## src/rtl/spi_tx_pkg.sv

```systemverilog
// rtl/spi_tx_pkg.sv - state encoding and shared constants for the SPI FIFO transmitter
package spi_tx_pkg;

  typedef enum logic [2:0] {
    ST_IDLE,
    ST_FETCH,
    ST_LOAD,
    ST_LOW,
    ST_HIGH,
    ST_GAP
  } state_t;

  localparam int SENT_COUNT_WIDTH = 16;

  localparam logic IDLE_CS_N = 1'b1;
  localparam logic IDLE_SCLK = 1'b0;
  localparam logic IDLE_SDO  = 1'b0;

endpackage

```

## src/rtl/spi_fifo_transmitter_if.sv

```systemverilog
// rtl/spi_fifo_transmitter_if.sv - FIFO read port and SPI pin bundle
interface spi_fifo_transmitter_if #(
  parameter int WIDTH = 8
);

  logic             fifo_empty;
  logic [WIDTH-1:0] fifo_data;
  logic             fifo_rd_en;
  logic             sclk;
  logic             sdo;
  logic             cs_n;

  modport master (
    input  fifo_empty,
    input  fifo_data,
    output fifo_rd_en,
    output sclk,
    output sdo,
    output cs_n
  );

  modport slave (
    output fifo_empty,
    output fifo_data,
    input  fifo_rd_en,
    input  sclk,
    input  sdo,
    input  cs_n
  );

endinterface

```

## src/rtl/spi_fifo_transmitter_shiftloadreg.sv

```systemverilog
// rtl/spi_fifo_transmitter_shiftloadreg.sv - parallel-load, shift-left register
module spi_fifo_transmitter_shiftloadreg #(
  parameter int WIDTH = 8
) (
  input  logic             i_clk,
  input  logic             i_rst,
  input  logic             i_load,
  input  logic             i_en,
  input  logic             i_in,
  input  logic [WIDTH-1:0] i_d,
  output logic             o_q_msb
);

  logic [WIDTH-1:0] r_q;

  // Load has priority over shift; the serial input fills from the LSB end.
  always_ff @(posedge i_clk or posedge i_rst) begin
    if (i_rst) begin
      r_q <= '0;
    end else if (i_load) begin
      r_q <= i_d;
    end else if (i_en) begin
      r_q <= {r_q[WIDTH-2:0], i_in};
    end
  end

  assign o_q_msb = r_q[WIDTH-1];

endmodule

```

## src/rtl/spi_fifo_transmitter.sv

```systemverilog
// rtl/spi_fifo_transmitter.sv - drains FIFO words and sends each as one mode-0 SPI frame, MSB first
module spi_fifo_transmitter
  import spi_tx_pkg::*;
#(
  parameter int WIDTH = 8,
  parameter int HALF  = 2
) (
  input  logic                        i_clk,
  input  logic                        i_rst_n,
  input  logic                        i_en,
  spi_fifo_transmitter_if.master      io_bus,
  output logic                        o_busy,
  output logic                        o_done,
  output logic [SENT_COUNT_WIDTH-1:0] o_sent_count
);

  localparam int DIV_W = $clog2(HALF) + 1;
  localparam int BIT_W = $clog2(WIDTH);
  localparam logic [DIV_W-1:0] DIV_LAST = DIV_W'(HALF - 1);
  localparam logic [BIT_W-1:0] BIT_TOP  = BIT_W'(WIDTH - 1);

  state_t                      r_state;
  state_t                      w_next;
  logic [DIV_W-1:0]            r_div_cnt;
  logic [BIT_W-1:0]            r_bit_cnt;
  logic [SENT_COUNT_WIDTH-1:0] r_sent_count;
  logic                        w_div_end;
  logic                        w_shift;
  logic                        w_first_gap;
  logic                        w_q_msb;

  assign w_div_end   = (r_div_cnt == DIV_LAST);
  assign w_shift     = (r_state == ST_HIGH) && w_div_end && (r_bit_cnt != '0);
  assign w_first_gap = (r_state == ST_GAP) && (r_div_cnt == '0);

  spi_fifo_transmitter_shiftloadreg #(
    .WIDTH (WIDTH)
  ) u_shifter (
    .i_clk   (i_clk),
    .i_rst   (!i_rst_n),
    .i_load  (r_state == ST_LOAD),
    .i_en    (w_shift),
    .i_in    (1'b0),
    .i_d     (io_bus.fifo_data),
    .o_q_msb (w_q_msb)
  );

  always_ff @(posedge i_clk or negedge i_rst_n) begin
    if (!i_rst_n) begin
      r_state <= ST_IDLE;
    end else begin
      r_state <= w_next;
    end
  end

  always_comb begin
    w_next = r_state;
    case (r_state)
      ST_IDLE:  if (i_en && !io_bus.fifo_empty) w_next = ST_FETCH;
      ST_FETCH: w_next = ST_LOAD;
      ST_LOAD:  w_next = ST_LOW;
      ST_LOW:   if (w_div_end) w_next = ST_HIGH;
      ST_HIGH:  if (w_div_end) w_next = (r_bit_cnt == '0) ? ST_GAP : ST_LOW;
      ST_GAP:   if (w_div_end) w_next = ST_IDLE;
      default:  w_next = ST_IDLE;
    endcase
  end

  // The divider restarts on every timed-state boundary so each phase lasts HALF cycles.
  always_ff @(posedge i_clk or negedge i_rst_n) begin
    if (!i_rst_n) begin
      r_div_cnt    <= '0;
      r_bit_cnt    <= '0;
      r_sent_count <= '0;
    end else begin
      case (r_state)
        ST_LOW, ST_HIGH, ST_GAP: r_div_cnt <= w_div_end ? '0 : r_div_cnt + 1'b1;
        default:                 r_div_cnt <= '0;
      endcase
      if (r_state == ST_LOAD) begin
        r_bit_cnt <= BIT_TOP;
      end else if (w_shift) begin
        r_bit_cnt <= r_bit_cnt - 1'b1;
      end
      if (w_first_gap) begin
        r_sent_count <= r_sent_count + 1'b1;
      end
    end
  end

  always_comb begin
    io_bus.cs_n       = IDLE_CS_N;
    io_bus.sclk       = IDLE_SCLK;
    io_bus.sdo        = IDLE_SDO;
    io_bus.fifo_rd_en = 1'b0;
    o_busy            = (r_state != ST_IDLE);
    o_done            = 1'b0;
    case (r_state)
      ST_FETCH: io_bus.fifo_rd_en = 1'b1;
      ST_LOW: begin
        io_bus.cs_n = 1'b0;
        io_bus.sdo  = w_q_msb;
      end
      ST_HIGH: begin
        io_bus.cs_n = 1'b0;
        io_bus.sclk = 1'b1;
        io_bus.sdo  = w_q_msb;
      end
      ST_GAP:  o_done = w_first_gap;
      default: ;
    endcase
  end

  assign o_sent_count = r_sent_count;

endmodule

```

## src/flat_wrapper.sv

```systemverilog
// flat-port wrapper written by rule: the top's interface ports become plain ports
module spi_fifo_transmitter_flat import spi_tx_pkg::*;
#(
  parameter int WIDTH = 8,
  parameter int HALF  = 2
)
  (i_clk, i_rst_n, i_en, o_busy, o_done, o_sent_count, io_bus_fifo_empty, io_bus_fifo_data, io_bus_fifo_rd_en, io_bus_sclk, io_bus_sdo, io_bus_cs_n);
  spi_fifo_transmitter_if #(.WIDTH(WIDTH)) io_bus_i ();
  input  logic i_clk;
  input  logic i_rst_n;
  input  logic i_en;
  output logic o_busy;
  output logic o_done;
  output logic [SENT_COUNT_WIDTH-1:0] o_sent_count;
  input wire logic [$bits(io_bus_i.fifo_empty)-1:0] io_bus_fifo_empty;
  input wire logic [$bits(io_bus_i.fifo_data)-1:0] io_bus_fifo_data;
  output wire logic [$bits(io_bus_i.fifo_rd_en)-1:0] io_bus_fifo_rd_en;
  output wire logic [$bits(io_bus_i.sclk)-1:0] io_bus_sclk;
  output wire logic [$bits(io_bus_i.sdo)-1:0] io_bus_sdo;
  output wire logic [$bits(io_bus_i.cs_n)-1:0] io_bus_cs_n;
  assign io_bus_i.fifo_empty = io_bus_fifo_empty;
  assign io_bus_i.fifo_data = io_bus_fifo_data;
  assign io_bus_fifo_rd_en = io_bus_i.fifo_rd_en;
  assign io_bus_sclk = io_bus_i.sclk;
  assign io_bus_sdo = io_bus_i.sdo;
  assign io_bus_cs_n = io_bus_i.cs_n;
  spi_fifo_transmitter #(.WIDTH(WIDTH), .HALF(HALF)) u_core (.i_clk(i_clk), .i_rst_n(i_rst_n), .i_en(i_en), .io_bus(io_bus_i), .o_busy(o_busy), .o_done(o_done), .o_sent_count(o_sent_count));
endmodule
```

## config.mk

```make
export PLATFORM = sky130hd
export DESIGN_NAME = spi_fifo_transmitter_flat
export DESIGN_NICKNAME = d
export VERILOG_FILES = /design/src/rtl/spi_tx_pkg.sv /design/src/rtl/spi_fifo_transmitter_if.sv /design/src/rtl/spi_fifo_transmitter_shiftloadreg.sv /design/src/rtl/spi_fifo_transmitter.sv /design/src/flat_wrapper.sv
export SDC_FILE = /design/constraint.sdc
export NUM_CORES = 1
export LEC_CHECK = 0
export ABC_AREA = 1
export BUFFER_PORTS_ARGS = -buffer_cell sky130_fd_sc_hd__buf_2
export CORE_MARGIN = 2
export CORE_UTILIZATION = 55
export CTS_BUF_LIST = sky130_fd_sc_hd__clkbuf_8
export CTS_CLUSTER_SIZE = 28
export DETAILED_ROUTE_END_ITERATION = 8
export MAX_ROUTING_LAYER = met4
export PLACE_DENSITY_LB_ADDON = 0.3
export SLEW_MARGIN = 20
export SYNTH_ARGS = -nofsm -noshare
export SYNTH_HDL_FRONTEND = slang
export SYNTH_SLANG_ARGS = --single-unit
```

## constraint.sdc

```tcl
create_clock -name i_clk -period 1.6 [get_ports i_clk]
set_clock_uncertainty 0.1 [all_clocks]
set_input_delay 0.08 -clock i_clk [delete_from_list [all_inputs] [get_ports i_clk]]
set_output_delay 0.08 -clock i_clk [all_outputs]
set_load 0.01 [all_outputs]
```

==> key figures <==
Outcome
  • Status: completed

Placed design
  • Final RePlAce weighted congestion: between 0.8 and 0.9
  • DPL Wire Length: 2465 µm
  • Port bufs: 33
  • Place WS: 0.1297 ns
  • Placed cell count: 285

Synthesis
  • Ys flop type: dfrtp_1
  • Synth Register Bits: 32
  • Synth area leaders: dfrtp_1 (47%), nand2_1 (16%), nand3_1 (6.5%), inv_1 (5.1%), nor2_1 (4.4%)
  • Synthesized area: 1688 µm²
  • Mean Syn Cell Area: 7.814 µm²
  • Share of the synthesized area in the top cell type: 47.44%
  • Sequential-to-total area share from yosys stat: approximately 47%
  • FFs w/ async S/R, synth: 100.0%
  • Yosys cell types: 24
  • Commonest cells in the netlist: nand2_1 (73), dfrtp_1 (32), inv_1 (23)
  • Post-Syn Nets: 231
  • Yosys warnings: 0
  • Yosys top cell by area: dfrtp_1
  • Mapped Cells: 216
  • Number of synthesized flops with an enable pin: 0
  • Cell with the most instances after synthesis: nand2_1

CTS
  • CTS clk-pin slew, worst paths: 0.07 ns
  • Clk buf depth: 2
  • Worst skew pair latency: between 0.2 and 0.3 ns
  • CTS buffer count: 5
  • Clock Tree Root: clkbuf_8
  • # H-tree levels: 2
  • CTS sink cnt: 32
  • TritonCTS clock tree: done

Finish
  • Area grow syn2layout: 26.98%
  • Net count reported at finish: 284
  • Finished Layout Cells: 303
  • Antenna diodes: 0
  • Layout cells sized above 1: 23.70%
  • Final Util: around 72%

Routing
  • 1st-iter DRT viols: 64
  • # DRC: 0
  • Vias: 1506
  • Post-DR vias/cell: between 4 and 5
  • Routed length per placed instance: between 10 and 15 µm
  • Routed Antenna Nets: 0
  • Routed WL: between 3000 and 4000 µm
  • First-pass detailed-route iteration total: 4

STA
  • Unrepaired setup endpoints after global routing: yes
  • Tcrit/Tclk final: 95.09%
  • Slew Limit Fails: 0
  • Max Clock Freq: 0.6573 GHz
  • Count of final hold-check violations: 0
  • Relative slew slack: 54.15%
  • Worst setup margin: 0.07854 ns
  • Setup violators final: 0
  • Slew @ Worst Pin: around 0.7 ns
  • Period minus WS final: 1.521 ns

Global routing
  • Largest net degree at the start of global routing: 33
  • First-pass GRT wire length: between 6000 and 7000 µm
  • Vias in the first global route: approximately 1500
  • GRT Residual Overflow: 0
  • Initial antenna violation count: 0
  • Total track usage: 23.67%

Critical path
  • Worst Setup End Kind: primary output
  • Nature of the critical path startpoint: flop
  • Reg2reg setup slack: around 0.15 ns
  • Crit path kind: flop to primary output
  • Largest fanout on the critical path: 5
  • Worst path arrival time: around 1.3 ns
  • WP data required: 1.42 ns

Floorplanning
  • Die ar.: 3528 µm²
  • Ports: 34
  • Die Ht: 59.40 µm
  • Starting density of the core: a little under three fifths
  • Die width: 59.40 µm
  • Row cnt: 20
  • Core ar.: 2978 µm²

Power and ir drop
  • Leak: 1.149 nW
  • Maximum vdd drop: 0.0009275 V
  • Pwr Density: 1384 nW/µm²

Hold path
  • Worst hold path class: primary input to flop

Run
  • Max-cap violations: 0
==> through the flow <==
step | setup TNS, ns | hold slack [ns] | power [W] | instance area, µm²
floorplan | 0 | -0.3156 | 0.001791 | 1688
global placement | 0 | 0.06856 | 0.002048 | 1913
detailed placement | 0 | 0.06340 | 0.002085 | 1913
CTS | 0 | 0.08224 | 0.002972 | 2137
global route | -0.003621 | 0.1211 | 0.003203 | 2143
finish | 0 | 0.08909 | 0.002965 | 2143
==> repair_timing <==
action,in CTS,in global routing
hold endpoints to repair,40,0
setup buffers,1,0
hold buffers,9,0
endpoints found under the setup margin,1,2
gates resized for setup,0,2
==> sequential cells by signal (all words and copies together), names as in the netlist <==
signal,count
u_core.o_sent_count,16
u_core.r_bit_cnt,3
u_core.r_div_cnt,2
u_core.r_state,3
u_core.u_shifter.r_q,8
==> worst paths after layout <==
kind / endpoint / startpoint / cells past startpoint
worst max-delay path: io_bus_sdo / u_core.r_state[1] / 7
max in group asynchronous: u_core.r_state[0] / i_rst_n / 2
worst min-delay path: u_core.r_state[1] / io_bus_fifo_empty / 4
worst min register to register: u_core.r_div_cnt[0] / u_core.r_div_cnt[0] / 1
min in group asynchronous: u_core.r_bit_cnt[2] / i_rst_n / 2
worst max register to register: u_core.o_sent_count[14] / u_core.r_div_cnt[0] / 8
==> cell families after synthesis <==
| family | count (synthesis) | synth area share, % |
|---|---|---|
| AOI/OAI and AO/OA | 10 | 3.187 |
| xor gates and xnor gates | 8 | 4.151 |
| adders and majority gates | 3 | 2.224 |
| buffers and inverters | 30 | 7.339 |
| DFF | 32 | 47.44 |
| and+or+nand+nor | 133 | 35.66 |
==> area by class of cell <==
cell class / count / area, µm²
multi-input cells: 154 / 768.2
flip-flops and latches: 32 / 802.0
fillers: 239 / 834.6
clock buffers: 7 / 96.34
inverters: 28 / 105.1
repair buffers: 48 / 300.3
clock inverters: 1 / 30.03
well taps: 33 / 41.29
==> power by group <==
| part | switching [W] | leakage [nW] | internal [W] | total, W |
|---|---|---|---|---|
| clock | 0.000299 | 0.0645 | 0.000549 | 0.000848 |
| combinational | 0.000580 | 0.671 | 0.000367 | 0.000947 |
| sequential | 0.000156 | 0.413 | 0.00101 | 0.00117 |
| total | 0.00103 | 1.15 | 0.00193 | 0.00297 |
==> metal layers <==
metal / global-route usage [%] / share of wire [%]
met3: 6.114 / 4.4
met1: 30.92 / 49
met2: 35.79 / 46
met5: - / 0
met4: 8.117 / 0.55
==> worst max-delay path, cell delays in order, from the launching register on <==
cell and delay [ns]:
dfrtp_1 0.39, inv_2 0.11, nand2_2 0.08, nor2_4 0.10, buf_4 0.13, nor2_1 0.05, nor2_1 0.07, buf_2 0.13
==> layout by cell type, fill, tap and decap left out, types with 3 or more instances in the layout <==
| master | synthesis | final |
|---|---|---|
| nand2_1 | 73 | 73 |
| buf_2 | 0 | 33 |
| dfrtp_1 | 32 | 31 |
| inv_1 | 23 | 23 |
| nand3_1 | 22 | 22 |
| nor2_1 | 20 | 20 |
| dlygate4sd3_1 | 0 | 9 |
| clkbuf_8 | 0 | 7 |
| buf_4 | 1 | 6 |
| inv_2 | 5 | 5 |
| xnor2_1 | 5 | 5 |
| nand3_2 | 4 | 4 |
| nand4_1 | 4 | 4 |
| nand2_2 | 3 | 3 |
| nor2_4 | 2 | 3 |
| o21ai_0 | 3 | 3 |
| xor2_1 | 3 | 3 |
| a21oi_1 | 3 | 3 |
| ha_1 | 3 | 3 |
No activity file was read; power rests on OpenSTA's default activity.
